==> src/rtl/fifo_pkt_if.sv <==
// dti valid/ready stream interface.
// consumer receives data, producer drives it.
interface dti #(
  parameter int W = 16
) ();
  logic [W-1:0] data;
  logic         valid;
  logic         ready;

  modport consumer (input data, input valid, output ready);
  modport producer (output data, output valid, input ready);
endinterface

==> src/rtl/fifo_pkt.sv <==
// fifo_pkt: circular-buffer FIFO between dti streams.
// Optional store-and-forward packet mode with oversize cut-through,
// optional output register, fill threshold and flush.
// Ports: clk, rst (async high), din (dti.consumer), dout (dti.producer),
//   flush, count (occupancy), almost_full, pkt_count (stored packets).
module fifo_pkt #(
  parameter int DEPTH     = 64,
  parameter int DIN       = 16,
  parameter int THRESHOLD = 0,
  parameter int REGOUT    = 0,
  parameter int PKT_MODE  = 0,
  parameter int EOT_BIT   = DIN - 1,
  parameter int AFULL     = DEPTH - 4
) (
  input  logic                   clk,
  input  logic                   rst,
  dti.consumer                   din,
  dti.producer                   dout,
  input  logic                   flush,
  output logic [$clog2(DEPTH):0] count,
  output logic                   almost_full,
  output logic [$clog2(DEPTH):0] pkt_count
);
  localparam int CW = $clog2(DEPTH);
  localparam int NW = CW + 1;
  localparam logic [CW:0] THR = NW'(THRESHOLD);
  localparam logic [CW:0] AFL = NW'(AFULL);

  typedef enum logic {HOLD, DRAIN} state_e;

  logic [DIN-1:0] mem_q [DEPTH];
  logic [CW:0]    wptr_q, wptr_d;
  logic [CW:0]    rptr_q, rptr_d;
  logic [CW:0]    pkt_q, pkt_d;
  state_e         state_q, state_d;
  logic           ovalid_q, ovalid_d;
  logic [DIN-1:0] odata_q, odata_d;
  logic           afull_q, afull_d;
  logic [DIN-1:0] rd_word;
  logic           full, empty, avail;
  logic           push, pop, push_eot, pop_eot;

  assign rd_word = mem_q[rptr_q[CW-1:0]];
  assign empty   = wptr_q == rptr_q;
  assign full    = (wptr_q[CW] != rptr_q[CW]) &&
                   (wptr_q[CW-1:0] == rptr_q[CW-1:0]);
  assign count   = wptr_q - rptr_q;

  // In packet mode, DRAIN lets a packet larger than the
  // buffer stream through instead of deadlocking.
  always_comb begin
    avail = ~empty;
    if (PKT_MODE != 0)
      avail = ~empty & ((pkt_q != '0) | (state_q == DRAIN));
    else if (THRESHOLD > 0)
      avail = count >= THR;
  end

  assign pop = ~flush & avail &
               ((REGOUT != 0) ? (~ovalid_q | dout.ready)
                              : dout.ready);

  assign din.ready = ~flush & (~full | pop);
  assign push      = din.valid & din.ready;
  assign push_eot  = push & din.data[EOT_BIT];
  assign pop_eot   = pop & rd_word[EOT_BIT];

  assign dout.valid  = (REGOUT != 0) ? ovalid_q : avail;
  assign dout.data   = (REGOUT != 0) ? odata_q : rd_word;
  assign almost_full = afull_q;
  assign pkt_count   = pkt_q;

  always_comb begin
    wptr_d   = wptr_q;
    rptr_d   = rptr_q;
    pkt_d    = pkt_q;
    state_d  = state_q;
    ovalid_d = ovalid_q;
    odata_d  = odata_q;
    if (push) wptr_d = wptr_q + 1'b1;
    if (pop)  rptr_d = rptr_q + 1'b1;
    if (push_eot & ~pop_eot)
      pkt_d = pkt_q + 1'b1;
    else if (pop_eot & ~push_eot)
      pkt_d = pkt_q - 1'b1;
    unique case (state_q)
      HOLD:  if (PKT_MODE != 0 && full && pkt_q == '0)
               state_d = DRAIN;
      DRAIN: if (pop_eot) state_d = HOLD;
    endcase
    // Output stage: load on pop, clear once the word is taken.
    if (pop) begin
      ovalid_d = 1'b1;
      odata_d  = rd_word;
    end else if (dout.ready) begin
      ovalid_d = 1'b0;
    end
    if (flush) begin
      wptr_d   = '0;
      rptr_d   = '0;
      pkt_d    = '0;
      state_d  = HOLD;
      ovalid_d = 1'b0;
    end
    afull_d = (wptr_d - rptr_d) >= AFL;
  end

  always_ff @(posedge clk or posedge rst) begin
    if (rst) begin
      wptr_q   <= '0;
      rptr_q   <= '0;
      pkt_q    <= '0;
      state_q  <= HOLD;
      ovalid_q <= 1'b0;
      odata_q  <= '0;
      afull_q  <= 1'b0;
    end else begin
      wptr_q   <= wptr_d;
      rptr_q   <= rptr_d;
      pkt_q    <= pkt_d;
      state_q  <= state_d;
      ovalid_q <= ovalid_d;
      odata_q  <= odata_d;
      afull_q  <= afull_d;
    end
  end

  always_ff @(posedge clk) begin
    if (push) mem_q[wptr_q[CW-1:0]] <= din.data;
  end
endmodule

==> src/flat_wrapper.sv <==
// flat-port wrapper written by rule: the top's interface ports become plain ports
module fifo_pkt_flat 
#(
  parameter int DEPTH     = 64,
  parameter int DIN       = 16,
  parameter int THRESHOLD = 0,
  parameter int REGOUT    = 0,
  parameter int PKT_MODE  = 0,
  parameter int EOT_BIT   = DIN - 1,
  parameter int AFULL     = DEPTH - 4
)
  (clk, rst, flush, count, almost_full, pkt_count, din_data, din_valid, din_ready, dout_data, dout_valid, dout_ready);
  dti #(.W(16)) din_i ();
  dti #(.W(16)) dout_i ();
  input  logic clk;
  input  logic rst;
  input  logic flush;
  output logic [$clog2(DEPTH):0] count;
  output logic almost_full;
  output logic [$clog2(DEPTH):0] pkt_count;
  input wire logic [$bits(din_i.data)-1:0] din_data;
  input wire logic [$bits(din_i.valid)-1:0] din_valid;
  output wire logic [$bits(din_i.ready)-1:0] din_ready;
  output wire logic [$bits(dout_i.data)-1:0] dout_data;
  output wire logic [$bits(dout_i.valid)-1:0] dout_valid;
  input wire logic [$bits(dout_i.ready)-1:0] dout_ready;
  assign din_i.data = din_data;
  assign din_i.valid = din_valid;
  assign din_ready = din_i.ready;
  assign dout_data = dout_i.data;
  assign dout_valid = dout_i.valid;
  assign dout_i.ready = dout_ready;
  fifo_pkt #(.DEPTH(DEPTH), .DIN(DIN), .THRESHOLD(THRESHOLD), .REGOUT(REGOUT), .PKT_MODE(PKT_MODE), .EOT_BIT(EOT_BIT), .AFULL(AFULL)) u_core (.clk(clk), .rst(rst), .din(din_i), .dout(dout_i), .flush(flush), .count(count), .almost_full(almost_full), .pkt_count(pkt_count));
endmodule
==> config.mk <==
export PLATFORM = sky130hd
export DESIGN_NAME = fifo_pkt_flat
export DESIGN_NICKNAME = d
export VERILOG_FILES = /design/src/rtl/fifo_pkt_if.sv /design/src/rtl/fifo_pkt.sv /design/src/flat_wrapper.sv
export SDC_FILE = /design/constraint.sdc
export NUM_CORES = 1
export LEC_CHECK = 0
export CORE_ASPECT_RATIO = 1.75
export CORE_MARGIN = 2
export CORE_UTILIZATION = 50
export CTS_BUF_LIST = sky130_fd_sc_hd__clkbuf_8
export CTS_CLUSTER_SIZE = 28
export DETAILED_ROUTE_END_ITERATION = 10
export GPL_TIMING_DRIVEN = 0
export MAX_ROUTING_LAYER = met4
export PLACE_DENSITY_LB_ADDON = 0.12
export SLEW_MARGIN = 30
export SYNTH_ARGS = -nofsm -noshare
export SYNTH_HDL_FRONTEND = slang
export SYNTH_SLANG_ARGS = --single-unit
==> constraint.sdc <==
create_clock -name clk -period 6.2 [get_ports clk]
set_clock_uncertainty 0.05 [all_clocks]
set_input_delay 0.93 -clock clk [delete_from_list [all_inputs] [get_ports clk]]
set_output_delay 0.93 -clock clk [all_outputs]
set_load 0.1 [all_outputs]
After elaboration in Yosys (flattened, before gate mapping)
Memories as Yosys holds them, arrays and structs flattened.
Cells that the tools add are included.
{ "classes": {"addsub": 6, "order_cmp": 1, "n_eq_ne": 3, "muxes": 9, "bitwise_logic": 14, "reduce_logical": 2} }
{ "ops": {"columns": ["cell", "n"], "rows": [
  ["7-bit 2-to-1 mux", 7],
  ["7-bit by 1-bit adder with 7-bit output, second input constant", 3],
  ["7-bit subtractor", 2],
  ["1-bit bitwise AND", 8],
  ["7-bit equality test", 1],
  ["7-bit by 6-bit >= comparator with 1-bit output, second input constant", 1],
  ["7-bit by 1-bit subtractor with 7-bit output, second input constant", 1],
  ["6-bit equality test", 1],
  ["1-bit inverter", 5],
  ["3-bit nonzero test", 1],
  ["1-bit 2-to-1 mux", 2],
  ["1-bit logical AND", 1],
  ["1-bit != test", 1],
  ["1-bit bitwise OR", 1]
]} }
{ "word_totals": {"register_bits": 22, "ram_bits": 1024, "input_bits": 21, "output_inout_bits": 33, "word_cells": 40, "memories": 1} }
{ "mem_list": {"columns": ["name", "words", "width", "rd", "rd_ports_with_merged_regs", "write_ports", "line_no", "source"], "rows": [
  ["u_core.mem_q", 64, 16, 1, 0, 1, "fifo_pkt.sv:31", "logic [DIN-1:0] mem_q [DEPTH];"]
]} }

Longest topological paths before layout
Gate-level depths: netlist (run 1).
{ "depth": {"depth_word": 13, "ltp_mapped": 20, "ltp_nobuf": 17} }

Least setup slack after synthesis (run 1)
OpenSTA, ideal clock, no wires.
{ "synth_path": {"path_kind": "reg-to-reg", "start": "register u_core.rptr_q[1]", "end": "register u_core.afull_q, in the netlist u_core.almost_full", "setup_ns": 0.124, "t_arrival_ns": 4.848, "required_time_ns": 6.026, "setup_slack_ns": 1.178, "stages_incl_launch_ff": 21, "n_path_buf": 4, "synth_period_minus_slack_ns": 5.022, "path_cell_list": "dfrtp_1 clkbuf_1 clkbuf_1 clkbuf_1 inv_1 ha_1 nand2_1 or3b_2 and2_1 clkbuf_1 nor2_1 a21oi_1 or2_2 ha_1 nor2b_1 o21a_1 o21a_1 o21ai_0 nand2b_1 mux2_2 a211o_1"} }
{ "synth_via": {"elab_chain_len": 11, "word_cells_on_any_way": 17, "cone_classes": "add/sub: 2; order compare: 1; eq/ne: 2; mux: 4; bitwise: 7; reduce/logical: 1"} }
{ "synth_rtl": {"columns": ["element", "line_no", "source"], "rows": [
  ["start, declared", "fifo_pkt.sv:33", "logic [CW:0] rptr_q, rptr_d;"],
  ["start signal, assigned", "fifo_pkt.sv:119", "rptr_q <= rptr_d;"],
  ["7-bit equality test (*)", "fifo_pkt.sv:44", "assign empty = wptr_q == rptr_q;"],
  ["1-bit inverter (*)", "fifo_pkt.sv:52", "avail = ~empty;"],
  ["via dout_valid", "flat_wrapper.sv:25", "output wire logic [$bits(dout_i.valid)-1:0] dout_valid;"],
  ["1-bit bitwise AND (*) (2 in series)", "fifo_pkt.sv:59", "assign pop = ~flush & avail &"],
  ["1-bit bitwise OR", "fifo_pkt.sv:63", "assign din.ready = ~flush & (~full | pop);"],
  ["1-bit bitwise AND", "fifo_pkt.sv:63", null],
  ["1-bit bitwise AND", "fifo_pkt.sv:64", "assign push = din.valid & din.ready;"],
  ["7-bit 2-to-1 mux", "fifo_pkt.sv:80", "if (push) wptr_d = wptr_q + 1'b1;"],
  ["7-bit 2-to-1 mux", "fifo_pkt.sv:98", "if (flush) begin"],
  ["7-bit subtractor (*)", "fifo_pkt.sv:105", "afull_d = (wptr_d - rptr_d) >= AFL;"],
  ["7-bit by 6-bit >= comparator with 1-bit output (*)", "fifo_pkt.sv:105", null],
  ["via u_core.afull_d", "fifo_pkt.sv:38", "logic afull_q, afull_d;"],
  ["end signal, assigned", "fifo_pkt.sv:124", "afull_q <= afull_d;"],
  ["end, declared", "fifo_pkt.sv:38", null]
]} }
Mark *: on every way through the listed nets, which the timed path passes. The rest lies on a longest branch.
A chain may end at the register's enable or synchronous reset.

Worst setup path after layout (run 1)
{ "layout_path": {"start": "register u_core.rptr_q[1]", "end": "output dout_data[15]"} }
{ "layout_via": {"elab_chain_len": 1} }
{ "layout_rtl": {"columns": ["element", "line_no", "source"], "rows": [
  ["memory read 64 x 16 bit", null, null],
  ["end, declared", "flat_wrapper.sv:24", "output wire logic [$bits(dout_i.data)-1:0] dout_data;"]
]} }
No other way between the ends.

==> metrics.txt, run 1 <==
# TYPE chip_impl_metric gauge
chip_impl_info{name="status",value="completed"} 1
chip_impl_metric{name="dr.pass1.iters",unit=""} 7
chip_impl_metric{name="row_count",unit=""} 138
chip_impl_info{name="cp_cell_sequence",value="clkbuf_2 > nor2_1 > a221o_1 > a21oi_1 > or4_1 > o21ai_0 > clkdlybuf4s50_1"} 1
chip_impl_metric{name="cts.reportedPaths.clkPinSlew",unit="ns"} 0.08
chip_impl_metric{name="critPathMaxFanout",unit=""} 10
chip_impl_metric{name="multi_input_area",unit="sq um"} 9520
chip_impl_info{name="rsz0062_at_grt",value="no"} 1
chip_impl_metric{name="met2_wirelength_from_detailed_routing",unit="um"} 59800
chip_impl_info{name="timing.critical_path.to_type",value="primary output"} 1
chip_impl_metric{name="number_of_global_route_vias_before_repair",unit=""} 20405
chip_impl_metric{name="synth_seq_area_share",unit="%"} 76.5
chip_impl_metric{name="drc",unit=""} 0
chip_impl_metric{name="worst_skew_pair.late_latency",unit="ns"} 0.82
chip_impl_metric{name="synthDistinctLibCells",unit=""} 48
chip_impl_metric{name="final_layout_size_suffix_gt1_share",unit="%"} 31.9
chip_impl_metric{name="syn-cell-area",unit="sq um"} 40900
chip_impl_metric{name="post-route-min-period",unit="ns"} 6.02
chip_impl_metric{name="post-route-period-util",unit="%"} 97.1
chip_impl_metric{name="port_buffers",unit=""} 52
chip_impl_metric{name="final_nets",unit=""} 2042
chip_impl_metric{name="clock_tree.buffer_depth",unit=""} 3
chip_impl_metric{name="number_of_register_bits_inferred_by_synthesis",unit=""} 1046
chip_impl_metric{name="die_height",unit="um"} 382
chip_impl_metric{name="hpwl",unit="um"} 73700
chip_impl_metric{name="fmaxAchievable",unit="MHz"} 166
chip_impl_metric{name="i_o_pin_cnt",unit=""} 54
chip_impl_info{name="cpLargestDelayFamily",value="buffers and inverters"} 1
chip_impl_info{name="timing.critical_path.from_type",value="flip-flop"} 1
chip_impl_metric{name="area_growth_syn_to_layout",unit="%"} 13.0
chip_impl_metric{name="max_cap_viol_count",unit=""} 0
chip_impl_metric{name="cts.htree.levels",unit=""} 4
chip_impl_metric{name="first_iter_violations",unit=""} 2134
chip_impl_info{name="min_path_type",value="input port to flip-flop"} 1
chip_impl_info{name="critical_path_class",value="flip-flop to primary output"} 1
chip_impl_info{name="synth_top_flop_cell",value="sky130_fd_sc_hd__edfxtp_1"} 1
chip_impl_metric{name="synthesis.instances",unit=""} 1767
chip_impl_info{name="crit_slowest_cell",value="sky130_fd_sc_hd__clkdlybuf4s50_1"} 1
chip_impl_metric{name="slowest_delay",unit="ns"} 1.28
chip_impl_metric{name="yosysWarnings",unit=""} 0
chip_impl_metric{name="ant_nets",unit=""} 0
chip_impl_metric{name="core_region",unit="sq um"} 81000
chip_impl_metric{name="cts.sink_count",unit=""} 1046
chip_impl_metric{name="synth_edf_count",unit=""} 1024
chip_impl_metric{name="setup_viol_count_final",unit=""} 0
chip_impl_metric{name="dieWidth",unit="um"} 220
chip_impl_metric{name="antenna_found_initial",unit=""} 2
chip_impl_metric{name="initial_core_util",unit="%"} 50.5
chip_impl_metric{name="max-vdd-ir-drop",unit="mV"} 0.259
chip_impl_metric{name="grt_pass1_wl",unit="um"} 150000
chip_impl_info{name="cts.root.buffer_cell",value="sky130_fd_sc_hd__clkbuf_8"} 1
chip_impl_metric{name="vias_per_cell",unit=""} 6.14
chip_impl_metric{name="route.detailed.wl_per_inst",unit="um"} 34.0
chip_impl_info{name="routed.top_layer",value="met4"} 1
chip_impl_metric{name="dr_wl_met3",unit="um"} 5710
chip_impl_metric{name="ctsHoldBuffers",unit=""} 0
chip_impl_metric{name="leakage_dissipation",unit="nW"} 14.4
chip_impl_metric{name="synthArstFlopShare",unit="%"} 2.10
chip_impl_metric{name="fillerInstances",unit=""} 5973
chip_impl_metric{name="relSlewSlack",unit="%"} 31.0
chip_impl_metric{name="timing.final.max_slew_violations",unit=""} 0
chip_impl_metric{name="worst_endpoint_data_arrival_time",unit="ns"} 5.04
chip_impl_metric{name="global_route.usage.total",unit="%"} 27.1
chip_impl_metric{name="synth_nets",unit=""} 1809
chip_impl_metric{name="report.final.hold_viol_count",unit=""} 0
chip_impl_metric{name="largest_net_degree_at_the_start_of_global_routing",unit=""} 67
chip_impl_metric{name="finalWeightedCongestion",unit=""} 0.868
chip_impl_metric{name="critical_path_buf_inv_count",unit=""} 2
chip_impl_metric{name="cts_buffers",unit=""} 147
chip_impl_metric{name="wp_data_required",unit="ns"} 5.22
chip_impl_metric{name="avgSynthCellArea",unit="sq um"} 23.2
chip_impl_metric{name="ff_latch_area",unit="sq um"} 31300
chip_impl_metric{name="worst_margin_pin_slew",unit="ns"} 1.03
chip_impl_metric{name="die_area",unit="sq um"} 84200
chip_impl_metric{name="total_number_of_vias",unit=""} 19377
chip_impl_metric{name="setup_slack",unit="ns"} 0.177
chip_impl_metric{name="worst_hold_margin",unit="ns"} 0.411
chip_impl_info{name="cts_tree",value="built"} 1
chip_impl_metric{name="pwr_density_cell",unit="nW/um^2"} 329
chip_impl_metric{name="dp_worst_setup_slack",unit="ns"} -0.328
chip_impl_metric{name="global_route_congestion_overflow_total",unit=""} 0
chip_impl_metric{name="met1Wirelength",unit="um"} 37000
chip_impl_metric{name="detail_route.wirelength",unit="um"} 107000
-- placed cells by master, fill, tap and decap left out, types with 4 or more instances in the layout --
master                               n
sky130_fd_sc_hd__edfxtp_1         1024
sky130_fd_sc_hd__mux4_2            316
sky130_fd_sc_hd__clkbuf_8          153
sky130_fd_sc_hd__inv_1              78
sky130_fd_sc_hd__nor2_4             52
sky130_fd_sc_hd__mux2i_1            36
sky130_fd_sc_hd__clkbuf_1           28
sky130_fd_sc_hd__buf_4              28
sky130_fd_sc_hd__clkinv_1           28
sky130_fd_sc_hd__dfrtp_1            22
sky130_fd_sc_hd__clkbuf_2           21
sky130_fd_sc_hd__nand2_1            21
sky130_fd_sc_hd__ha_1               19
sky130_fd_sc_hd__clkdlybuf4s50_1    19
sky130_fd_sc_hd__buf_6              18
sky130_fd_sc_hd__dlygate4sd2_1      17
sky130_fd_sc_hd__nor2_1             16
sky130_fd_sc_hd__a21oi_1            16
sky130_fd_sc_hd__xnor2_1            16
sky130_fd_sc_hd__a22oi_1            14
sky130_fd_sc_hd__buf_2              14
sky130_fd_sc_hd__nor2_2             12
sky130_fd_sc_hd__buf_12             12
sky130_fd_sc_hd__clkinv_2           11
sky130_fd_sc_hd__nand2b_1            9
sky130_fd_sc_hd__or2_2               9
sky130_fd_sc_hd__o21ai_0             9
sky130_fd_sc_hd__xor2_1              6
sky130_fd_sc_hd__nand3_1             6
sky130_fd_sc_hd__buf_16              6
sky130_fd_sc_hd__nor2b_1             5
sky130_fd_sc_hd__buf_1               5
sky130_fd_sc_hd__and2_1              4
sky130_fd_sc_hd__or3_1               4
sky130_fd_sc_hd__a21o_1              4
sky130_fd_sc_hd__clkinvlp_4          4
-- path summary, 6_finish.rpt --
path	slack [ns]	start	endpoint	cells past startpoint
max	0.18	u_core.rptr_q[1]	dout_data[15]	7
max in group asynchronous	5.21	rst	u_core.wptr_q[1]	2
max reg2reg	0.38	u_core.rptr_q[1]	u_core.almost_full	19
min reg2reg	0.46	u_core.pkt_count[6]	u_core.pkt_count[6]	1
min in group asynchronous	0.48	rst	u_core.wptr_q[4]	2
min	0.41	din_data[12]	u_core.mem_q[58][12]	1
-- cell type report --
cell class	count	share of cell area (%)
multi-input combinational	609	20.6
buffer	86	0.988
clock buffer	153	4.55
antenna	3	0.0162
timing repair buffer	84	2.23
sequential	1046	67.7
inverter	26	0.211
tap	1050	2.84
clock inverter	99	0.877
-- synth_stat cells, types with 2 or more instances --
master | number | area [sq um]
sky130_fd_sc_hd__edfxtp_1 | 1024 | 30700
sky130_fd_sc_hd__mux4_2 | 316 | 7120
sky130_fd_sc_hd__nor2_1 | 80 | 300
sky130_fd_sc_hd__clkbuf_1 | 50 | 188
sky130_fd_sc_hd__mux2i_1 | 36 | 360
sky130_fd_sc_hd__inv_1 | 24 | 90.1
sky130_fd_sc_hd__dfrtp_1 | 22 | 551
sky130_fd_sc_hd__nand2_1 | 21 | 78.8
sky130_fd_sc_hd__ha_1 | 19 | 238
sky130_fd_sc_hd__a21oi_1 | 16 | 80.1
sky130_fd_sc_hd__xnor2_1 | 16 | 140
sky130_fd_sc_hd__a22oi_1 | 14 | 105
sky130_fd_sc_hd__buf_2 | 12 | 60.1
sky130_fd_sc_hd__buf_4 | 12 | 90.1
sky130_fd_sc_hd__nand2b_1 | 9 | 56.3
sky130_fd_sc_hd__o21ai_0 | 9 | 45.0
sky130_fd_sc_hd__or2_2 | 9 | 56.3
sky130_fd_sc_hd__buf_1 | 6 | 22.5
sky130_fd_sc_hd__buf_6 | 6 | 67.6
sky130_fd_sc_hd__nand3_1 | 6 | 30.0
sky130_fd_sc_hd__xor2_1 | 6 | 52.6
sky130_fd_sc_hd__nor2b_1 | 5 | 31.3
sky130_fd_sc_hd__a21o_1 | 4 | 30.0
sky130_fd_sc_hd__and2_1 | 4 | 25.0
sky130_fd_sc_hd__or3_1 | 4 | 25.0
sky130_fd_sc_hd__a211oi_1 | 3 | 22.5
sky130_fd_sc_hd__mux2_2 | 3 | 33.8
sky130_fd_sc_hd__nand4_1 | 3 | 18.8
sky130_fd_sc_hd__nor3_1 | 3 | 15.0
sky130_fd_sc_hd__fa_1 | 2 | 40.0
sky130_fd_sc_hd__inv_2 | 2 | 7.51
sky130_fd_sc_hd__nand3b_1 | 2 | 15.0
sky130_fd_sc_hd__o21a_1 | 2 | 15.0
sky130_fd_sc_hd__o21bai_1 | 2 | 15.0
sky130_fd_sc_hd__or3b_2 | 2 | 17.5
-- through the flow --
stage,setup TNS [ns],std cells,area [sq um],power [W],utilization (%)
floorplan,0,1767,40900,0.00970,-
detailed placement,-0.388,2901,43700,0.0106,54.0
CTS,0,3153,46200,0.0153,57.1
finish,0,3156,46200,0.0152,57.1
global route,0,3154,46200,0.0157,57.1
global placement,-13.78,2869,42800,0.0106,52.8
-- power breakdown --
| group | total, W | switching, W | internal [W] |
|---|---|---|---|
| registers | 0.00782 | 0.0000285 | 0.00779 |
| clock network | 0.00478 | 0.00251 | 0.00227 |
| logic | 0.00261 | 0.00161 | 0.000995 |
-- layer usage --
layer	up-vias	GRT usage, %
met5	-	-
met4	0	11.3
met3	202	4.56
met2	750	47.7
met1	10468	30.3
li1	7957	-
-- cells by family (layout without fill, tap and decap cells) --
| logic type | count (synthesis) | after routing | synth area share [%] |
|---|---|---|---|
| flip-flops | 1046 | 1046 | 76.5 |
| AND/OR/NAND/NOR | 151 | 151 | 1.70 |
| XOR/XNOR | 23 | 23 | 0.538 |
| AO/OA/AOI/OAI | 59 | 59 | 0.969 |
| buffers and inverters | 112 | 448 | 1.28 |
| other | 0 | 3 | 0 |
| adder cells (fa/ha/maj) | 21 | 21 | 0.679 |
| multiplexers | 355 | 355 | 18.4 |
-- registers in the layout, indices dropped and copies added (netlist names) --
| signal | cells |
|---|---|
| u_core.almost_full | 1 |
| u_core.rptr_q | 7 |
| u_core.pkt_count | 7 |
| u_core.mem_q | 1024 |
| u_core.wptr_q | 7 |
-- repair_timing --
action,CTS,global route
setup endpoints to repair,22,7
resized for setup,30,5
buffers inserted,0,0
(Power assumes the default switching activity.)
==> inputs of run 2 (changes only) <==
--- a/config.mk
+++ b/config.mk
@@ -7,8 +7,7 @@
 export LEC_CHECK = 0
 export CORE_ASPECT_RATIO = 1.75
 export CORE_MARGIN = 2
-export CORE_UTILIZATION = 50
-export CTS_BUF_LIST = sky130_fd_sc_hd__clkbuf_8
+export CORE_UTILIZATION = 45
 export CTS_CLUSTER_SIZE = 28
 export DETAILED_ROUTE_END_ITERATION = 10
 export GPL_TIMING_DRIVEN = 0
@@ -18,3 +17,4 @@
 export SYNTH_ARGS = -nofsm -noshare
 export SYNTH_HDL_FRONTEND = slang
 export SYNTH_SLANG_ARGS = --single-unit
+export TNS_END_PERCENT = 30
==> run 2 against run 1 <==
- first-iteration DRC count decreased by 20%
- non-clock buffer count increased by 12
- final cell count increased by 2.0%
- total power increased by 6.6%
- flip-flop and latch count unchanged
- sequential share of layout area decreased by 0.99 points
- critical path depth increased by 11
- register-to-register slack got worse by 0.098 ns
- worst setup slack improved by 0.11 ns
- via count decreased by 2.8%
- fmax increased by 1.8%
- sequential power about the same
- largest cell class unchanged
==> metrics.txt, run 2 (synthesis gave the netlist of run 1 again) <==
# TYPE chip_impl_metric gauge
chip_impl_info{name="status",value="completed"} 1
chip_impl_metric{name="setup_slack",unit="ns"} 0.282
chip_impl_metric{name="number_of_global_route_vias_before_repair",unit=""} 19817
chip_impl_metric{name="fmaxAchievable",unit="MHz"} 169
chip_impl_info{name="most_frequent_cells_in_the_layout",value="sky130_fd_sc_hd__edfxtp_1, sky130_fd_sc_hd__mux4_2, sky130_fd_sc_hd__clkbuf_16"} 1
chip_impl_metric{name="dp_worst_setup_slack",unit="ns"} -0.422
chip_impl_info{name="critical_path_class",value="flip-flop to flip-flop"} 1
chip_impl_info{name="timing.critical_path.from_type",value="flip-flop"} 1
chip_impl_info{name="crit_slowest_cell",value="sky130_fd_sc_hd__clkbuf_1"} 1
chip_impl_metric{name="wp_data_required",unit="ns"} 6.71
chip_impl_metric{name="max-vdd-ir-drop",unit="mV"} 0.200
chip_impl_info{name="timing.critical_path.to_type",value="flip-flop"} 1
chip_impl_metric{name="core_region",unit="sq um"} 90200
chip_impl_metric{name="row_count",unit=""} 146
chip_impl_metric{name="i_o_pin_cnt",unit=""} 54
chip_impl_info{name="holdCritStartpoint",value="u_core.pkt_count[6]"} 1
chip_impl_metric{name="global_route.usage.total",unit="%"} 23.8
chip_impl_info{name="most_common_library_cell_in_the_layout_ignoring_fill_and_taps",value="sky130_fd_sc_hd__edfxtp_1"} 1
chip_impl_metric{name="antenna_found_initial",unit=""} 2
chip_impl_metric{name="cts.sink_count",unit=""} 1046
chip_impl_metric{name="worst_skew_pair.late_latency",unit="ns"} 0.68
chip_impl_metric{name="initial_core_util",unit="%"} 45.4
chip_impl_metric{name="detail_route.wirelength",unit="um"} 106000
chip_impl_metric{name="total_number_of_vias",unit=""} 18840
chip_impl_metric{name="final_layout_size_suffix_gt1_share",unit="%"} 31.9
chip_impl_info{name="cp_cell_sequence",value="clkbuf_1 > clkbuf_1 > inv_1 > ha_1 > nand4_1 > or2_2 > o31a_1 > and2_1 > nand3_1 > clkbuf_2 > xor2_1 > nor2_1 > ha_1 > o21a_1 > o21ai_0 > nand2b_1 > mux2_2 > a211o_1"} 1
chip_impl_metric{name="dpl_cell_area",unit="sq um"} 43900
chip_impl_metric{name="final_design_area_no_fill",unit="sq um"} 46900
chip_impl_metric{name="clock_tree.buffer_depth",unit=""} 3
chip_impl_metric{name="final_nets",unit=""} 2002
chip_impl_metric{name="largest_net_degree_at_the_start_of_global_routing",unit=""} 67
chip_impl_metric{name="largest_register_ff_count",unit=""} 1024
chip_impl_metric{name="slowest_delay",unit="ns"} 0.64
chip_impl_metric{name="pwr-share-seq",unit="%"} 48.2
chip_impl_metric{name="worst_margin_pin_slew",unit="ns"} 1.03
chip_impl_metric{name="worst_endpoint_data_arrival_time",unit="ns"} 6.43
chip_impl_metric{name="first_iter_violations",unit=""} 1702
chip_impl_metric{name="switching_share",unit="%"} 26.0
chip_impl_metric{name="cts.htree.levels",unit=""} 3
chip_impl_metric{name="vias_per_cell",unit=""} 5.85
chip_impl_info{name="rsz0062_at_grt",value="no"} 1
chip_impl_info{name="cts_tree",value="built"} 1
chip_impl_metric{name="ant_nets",unit=""} 0
chip_impl_metric{name="global_route_congestion_overflow_total",unit=""} 0
chip_impl_metric{name="grt_pass1_wl",unit="um"} 149000
chip_impl_metric{name="post-route-period-util",unit="%"} 95.5
chip_impl_metric{name="route.detailed.wl_per_inst",unit="um"} 32.8
chip_impl_metric{name="die_area",unit="sq um"} 93500
chip_impl_metric{name="utilization",unit="%"} 52.0
chip_impl_metric{name="ctsHoldBuffers",unit=""} 0
chip_impl_metric{name="setup_viol_count_final",unit=""} 0
chip_impl_metric{name="relSlewSlack",unit="%"} 31.0
chip_impl_metric{name="antennaDiodeCount",unit=""} 0
chip_impl_info{name="r2r_start",value="u_core.rptr_q[2]"} 1
chip_impl_info{name="min_path_type",value="flip-flop to flip-flop"} 1
chip_impl_metric{name="worst_hold_margin",unit="ns"} 0.446
chip_impl_info{name="crit_path_start",value="u_core.rptr_q[2]"} 1
chip_impl_metric{name="pwr_density_cell",unit="nW/um^2"} 345
chip_impl_metric{name="area_growth_syn_to_layout",unit="%"} 14.7
chip_impl_metric{name="fin_tns_setup",unit="ns"} 0
chip_impl_metric{name="critPathMaxFanout",unit=""} 10
chip_impl_metric{name="cts.reportedPaths.clkPinSlew",unit="ns"} 0.07
chip_impl_metric{name="critical_path_buf_inv_count",unit=""} 4
chip_impl_metric{name="drc",unit=""} 0
chip_impl_metric{name="power.share.clock",unit="%"} 35.7
chip_impl_metric{name="dr.pass1.iters",unit=""} 5
chip_impl_metric{name="cts_buffers",unit=""} 95
chip_impl_metric{name="post-route-min-period",unit="ns"} 5.92
chip_impl_info{name="cpLargestDelayFamily",value="buffers and inverters"} 1
chip_impl_metric{name="report.final.hold_viol_count",unit=""} 0
chip_impl_info{name="cts.root.buffer_cell",value="sky130_fd_sc_hd__clkbuf_16"} 1
chip_impl_metric{name="port_buffers",unit=""} 52
chip_impl_metric{name="leakage_dissipation",unit="nW"} 14.4
chip_impl_metric{name="timing.final.max_slew_violations",unit=""} 0
chip_impl_metric{name="die_height",unit="um"} 403
chip_impl_metric{name="hpwl",unit="um"} 75000
chip_impl_metric{name="finalWeightedCongestion",unit=""} 0.872
chip_impl_metric{name="p_switching",unit="W"} 0.00421
chip_impl_metric{name="cell_int_power",unit="W"} 0.0120
chip_impl_metric{name="power.combinational.fraction",unit="%"} 16.0
chip_impl_metric{name="max_cap_viol_count",unit=""} 0
chip_impl_metric{name="fillerInstances",unit=""} 7078
chip_impl_metric{name="dieWidth",unit="um"} 232
## run 2: cell count changes in the layout (fill, tap and decap cells not counted), sizes merged
cell           delta
clkinvlp          -4
buf              +14
dlygate4sd2       -5
clkbuf           -35
clkinv            +5
clkdlybuf4s50     -3
bufinv            +9
inv              -52
diode             -3
dlymetal6s2s      +3
## run 2: routing by layer
metal,vias to the layer above,share of wire (%),track usage [%]
met3,180,4.3,2.59
met2,566,54,41.3
li1,7863,-,-
met1,10231,37,28.1
met5,-,0,-
met4,0,4.7,10.3
## run 2: cell type report
cell class	instances	area, sq um	area share, %
multi-input cells	609	9450	20.1
plain buffers	86	455	0.971
clock inverters	57	522	1.11
well taps	1184	1480	3.16
clock buffers	115	2470	5.27
inverters	26	97.6	0.208
flip-flops and latches	1046	31300	66.7
repair buffers	96	1140	2.44
## run 2: what timing repair did
action	in CTS	in global routing
hold endpoints to repair	0	0
setup endpoints to repair	18	4
resized for setup	23	5
buffers inserted	0	0
## run 2: worst paths after layout
kind	slack, ns	cells after the start	to
max	0.28	18	u_core.almost_full
min	0.45	1	u_core.pkt_count[6]
max reg2reg	0.28	18	u_core.almost_full
min reg2reg	0.45	1	u_core.pkt_count[6]
max in group asynchronous	5.17	2	u_core.rptr_q[4]
min in group asynchronous	0.56	2	u_core.wptr_q[1]
## run 2: through the flow
step,std cells,power (W)
after global placement,3003,0.0106
after detailed placement,3047,0.0106
after CTS,3219,0.0164
after global routing,3219,0.0167
after floorplan,1767,0.00970
final,3219,0.0162
## run 2: power groups by stage
stage,clock (W),sequential [W],combinational [W]
2_1_floorplan,0,0.00810,0.00160
3_3_place_gp,0,0.00799,0.00262
3_5_place_dp,0,0.00797,0.00265
4_1_cts,0.00589,0.00782,0.00265
5_1_grt,0.00614,0.00782,0.00271
6_report,0.00579,0.00782,0.00260
==> edit 1 (config.mk and constraints of run 2) <==
`PKT_MODE` is set to 0 in 2 places; all go to 1.
--- a/src/rtl/fifo_pkt.sv
+++ b/src/rtl/fifo_pkt.sv
@@ -8,7 +8,7 @@
   parameter int DIN       = 16,
   parameter int THRESHOLD = 0,
   parameter int REGOUT    = 0,
-  parameter int PKT_MODE  = 0,
+  parameter int PKT_MODE  = 1,
   parameter int EOT_BIT   = DIN - 1,
   parameter int AFULL     = DEPTH - 4
 ) (
--- a/src/flat_wrapper.sv
+++ b/src/flat_wrapper.sv
@@ -5,7 +5,7 @@
   parameter int DIN       = 16,
   parameter int THRESHOLD = 0,
   parameter int REGOUT    = 0,
-  parameter int PKT_MODE  = 0,
+  parameter int PKT_MODE  = 1,
   parameter int EOT_BIT   = DIN - 1,
   parameter int AFULL     = DEPTH - 4
 )
Function: changed (Yosys sat finds a counterexample within 4 cycles, from zero or initial values and one cycle with rst high).
==> edit 1 against run 2 <==
Sequential cell count grew 1; synthesized area grew 0.22%; critical path depth shrank 11; via count grew 0.74%; wire length is essentially flat; die area grew 0.21%; setup slack lost 230 ps; cell area grew 0.92%; synthesized cell count grew 0.11%; power grew 0.72%; first-iteration DRC count grew 4.8%; critical path type is now flop to output port; largest power group unchanged; highest routed layer unchanged.
==> edit 1: results (changes against run 2) <==
Outcome
  – Outcome: finished, final reports clean

Placed design
  – Hpwl dp: 73.13 mm (-2.5%)
  – Placer Congestion: 0.8622 (-1.1%)
  – Post-DP Area: 44160 um2 (+0.55%)

Synthesis
  – FFs w/ async S/R, synth: 2.197% (+0.094 points)
  – Synth cell types: 53 (+10%)
  – Complex-gate fraction of the synthesized area: 0.8420% (-0.13 points)
  – Post-synthesis mux area share: 18.38% (+0.024 points)

Global route
  – Global Route Usage Sum: 23.89% (+0.083 points)
  – Vias in the first global route: 20010 (+0.97%)
  – Initial antenna violation count: 0 (-2)

Clocking
  – Clock sink count: 1047 (+0.096%)

Critical path
  – R2R depth: 21 (+3)
  – Setup crit end: dout_data[7]
  – Crit path launch: u_core.rptr_q[1]
  – Slowest-stage cell, CP: clkdlybuf4s15_1
  – CP max stage delay: 740 ps (+100 ps)
  – Crit path DAT: 5170 ps (-1260 ps)
  – Worst-path maximum fanout: 19 (+9)

Routing
  – Final WL: 105.5 mm (about the same)
  – 1st-iter DRT viols: 1783 (+4.8%)
  – WL per Instance: 32.86 um (+0.22%)
  – Vias post-DR: 18980 (+0.74%)

Finish
  – Design area: 47360 um2 (+0.92%)

Pwr
  – Pleak: 14.48 nW (+0.27%)
-- edit 1: logic make-up after synthesis --
logic type      Yosys count
simple gates            160
flops                  1047
xor+xnor                 25
buf+inv                 111
mux                     355
fa+ha+maj                21
compound gates           50
-- edit 1: routing by layer --
layer  part of all wire [%]  global-route usage, %  vias up
li1                       -                      -     7856
met1                     36                  27.11    10420
met2                     56                  42.89      541
met3                    4.0                  3.139      162
met4                    3.7                  8.806        0
met5                      0                      -        -
-- edit 1: cell type report --
cell class,instances,area share [%]
Buffer,86,0.9987
Clock buffer,105,5.189
Clock inverter,68,1.572
Inverter,24,0.1902
Multi-Input combinational cell,611,20.32
Sequential cell,1047,66.14
Tap cell,1184,3.128
Timing Repair Buffer,85,2.454
-- edit 1: through the flow --
stage               setup WS, ps  hold slack [ps]  setup TNS [ps]
global route               19.52            497.3               0
global placement           -1719            465.9         -210380
floorplan                  618.7            446.1               0
detailed placement        -515.2            458.5           -5380
finish                     51.74            468.8               0
CTS                       -224.7            471.1          -224.7
-- edit 1: how the worst min path moves through the flow --
stage,cells after the start,end,slack [ps],start
after detailed placement,1,u_core.pkt_count[6],460,u_core.pkt_count[6]
final,1,u_core.pkt_count[6],470,u_core.pkt_count[6]
after global placement,1,u_core.pkt_count[6],470,u_core.pkt_count[6]
after floorplan,2,u_core.state_q,450,u_core.state_q
after global routing,1,u_core.pkt_count[6],500,u_core.pkt_count[6]
after CTS,1,u_core.pkt_count[6],470,u_core.pkt_count[6]
-- edit 1: power breakdown --
group / switching, W / internal [W]
Combinational: 0.00145 / 0.000951
Sequential: 0.0000272 / 0.00779
Clock: 0.00264 / 0.00345
-- edit 1: what timing repair did --
item | 4_1_cts | 5_1_grt
gates resized for setup | 21 | 3
setup endpoints to repair | 21 | 4
buffers inserted | 0 | 0
==> edit 2 (settings of run 2) <==
Without the edit above. Register the output `count`, without a reset; this adds one clock of latency there. The other outputs are not delayed to match.
--- a/src/rtl/fifo_pkt.sv
+++ b/src/rtl/fifo_pkt.sv
@@ -28,6 +28,8 @@
 
   typedef enum logic {HOLD, DRAIN} state_e;
 
+  logic [$clog2(DEPTH):0] count_d;
+
   logic [DIN-1:0] mem_q [DEPTH];
   logic [CW:0]    wptr_q, wptr_d;
   logic [CW:0]    rptr_q, rptr_d;
@@ -44,7 +46,7 @@
   assign empty   = wptr_q == rptr_q;
   assign full    = (wptr_q[CW] != rptr_q[CW]) &&
                    (wptr_q[CW-1:0] == rptr_q[CW-1:0]);
-  assign count   = wptr_q - rptr_q;
+  assign count_d = wptr_q - rptr_q;
 
   // In packet mode, DRAIN lets a packet larger than the
   // buffer stream through instead of deadlocking.
@@ -53,7 +55,7 @@
     if (PKT_MODE != 0)
       avail = ~empty & ((pkt_q != '0) | (state_q == DRAIN));
     else if (THRESHOLD > 0)
-      avail = count >= THR;
+      avail = count_d >= THR;
   end
 
   assign pop = ~flush & avail &
@@ -128,5 +130,9 @@
   always_ff @(posedge clk) begin
     if (push) mem_q[wptr_q[CW-1:0]] <= din.data;
   end
+  always_ff @(posedge clk) begin
+    count <= count_d;
+  end
+
 endmodule
 
Behaviour: not the same (a bounded check fails within 4 cycles, from zero or initial values and one cycle with rst high).
==> edit 2 against run 2 <==
Cell area rose by 0.34%; critical endpoint is now dout_data[7]; hold slack got worse by 3.1 ps; cell count barely moved; setup slack got worse by 200 ps; wire length rose by 0.27%; core utilization barely moved; sequential cell count rose by 7; die area rose by 0.55%; sequential share of layout area rose by 0.074 points; synthesized area rose by 0.56%; critical path depth fell by 10; register-to-register slack improved by 40 ps; power rose by 2.2%.
==> edit 2: results (changes against run 2) <==
Outcome
  – Outcome: finished, final reports clean

Synthesis
  – Post-synthesis mux area share: 18.38% (+0.029 points)
  – Syn Nets: 1814 (+0.28%)
  – Sequential share of the synthesized area: 76.39% (-0.085 points)
  – Adder-cell share of the synthesized area: 0.6749% (-0.0038 points)
  – Area contributors post-synth: edfxtp_1 75%, mux4_2 18%, dfrtp_1 1.3%
  – Xor-xnor portion of the synthesized cell area: 0.5351% (-0.0030 points)
  – Post-synth top cells: 1024 x edfxtp_1, 321 x mux4_2, 87 x nor2_1
  – Synth cell types: 53 (+10%)

Placed design
  – Placer Congestion: 0.9144 (+4.9%)
  – Hpwl dp: 75.55 mm (+0.72%)
  – IO Port Bufs: 53 (+1.9%)
  – DP Worst Slack: -96.36 ps (+325.5 ps)

Global route
  – Vias in the first global route: 20070 (+1.3%)
  – Global-route wire length before repair: 150.0 mm (+0.89%)
  – Global Route Usage Sum: 23.88% (+0.070 points)
  – Initial antenna violation count: 5 (+3)

Pwr
  – Peak VDD IR: 0.0002119 V (+6.2%)
  – Switching power: 0.004421 W (+5.1%)

Routing
  – WL per Instance: 32.84 um (+0.17%)
  – Via density: 5.887 (+0.59%)

Clocking
  – Cts bufs inserted: 94 (-1.1%)

Critical path
  – Crit path DAT: 5140 ps (-1290 ps)
  – Slowest-stage cell, CP: dlygate4sd2_1
  – CP max stage delay: 620 ps (-20 ps)

Finish
  – Fill cells: 7173 (+1.3%)
  – Share of layout cells above drive strength 1: 32.63% (+0.69 points)

STA
  – Slew HR: 32.81% (+1.8 points)
==> edit 2: final timing paths <==
path                                          start             endpoint  slack, ps  cells after the start
worst max register to register     u_core.rptr_q[3]   u_core.almost_full        320                     18
worst min register to register  u_core.pkt_count[6]  u_core.pkt_count[6]        440                      1
worst min-delay path            u_core.pkt_count[6]  u_core.pkt_count[6]        440                      1
max in group asynchronous                       rst     u_core.rptr_q[1]       5120                      2
worst max-delay path               u_core.rptr_q[1]         dout_data[7]         80                      8
min in group asynchronous                       rst  u_core.pkt_count[3]        580                      2
==> edit 2: layout make-up <==
type                       instances  area share (%)
sequential                      1053           66.77
multi-input combinational        607           20.15
clock buffer                     112           5.206
tap                             1184           3.146
timing repair buffer              96           2.306
clock inverter                    58           1.121
buffer                            90           1.119
inverter                          22          0.1754
==> edit 2: worst reg2reg max path, cell delays in order, from the launching register on <==
cell	delay, ps
dfrtp_1	470
inv_2	120
clkbuf_1	630
clkbuf_2	560
ha_1	380
nand4_1	220
o41a_1	170
clkbuf_1	380
and2_0	200
clkbuf_1	210
nand3_2	530
xor2_1	330
nor2_1	210
ha_1	300
o21a_1	120
o21ai_0	140
nand2b_1	120
mux2_1	320
a211o_1	290
==> edit 2: cell families (layout without fill, tap and decap cells) <==
family | count (synthesis) | count (layout)
and+or+nand+nor | 163 | 163
AOI/OAI and AO/OA | 46 | 46
adders and majority gates | 21 | 21
muxes | 354 | 354
buffers and inverters | 112 | 378
DFF | 1053 | 1053
xor gates and xnor gates | 23 | 23
==> edit 2: power by group through the flow <==
stage	registers [W]	logic, W	clock network [W]
after floorplan	0.00832	0.00167	0
after global placement	0.00807	0.00292	0
after detailed placement	0.00805	0.00297	0
after CTS	0.00790	0.00296	0.00585
after global routing	0.00790	0.00303	0.00610
final	0.00790	0.00291	0.00575
==> edit 2: repair_timing <==
action / CTS / global route
pin swaps: 0 / 0
gates cloned: 0 / 0
endpoints found under the setup margin: 15 / 14
resized for setup: 33 / 8
==> edit 2: through the flow <==
step	utilization, %	cell area, um2	instances	setup TNS (ps)
global route	51.97	47090	3222	-3.167
CTS	51.97	47090	3222	0
floorplan	-	41160	1772	0
finish	51.97	47090	3222	0
global placement	47.64	43170	3009	-12400
detailed placement	48.67	44100	3052	-622.6
==> edit 2: layer usage <==
metal | vias up | track usage (%) | share of wire [%]
met5 | - | - | 0
met4 | 0 | 9.968 | 4.4
met3 | 163 | 2.910 | 4.2
met2 | 518 | 42.28 | 55
met1 | 10410 | 27.36 | 36
li1 | 7876 | - | -
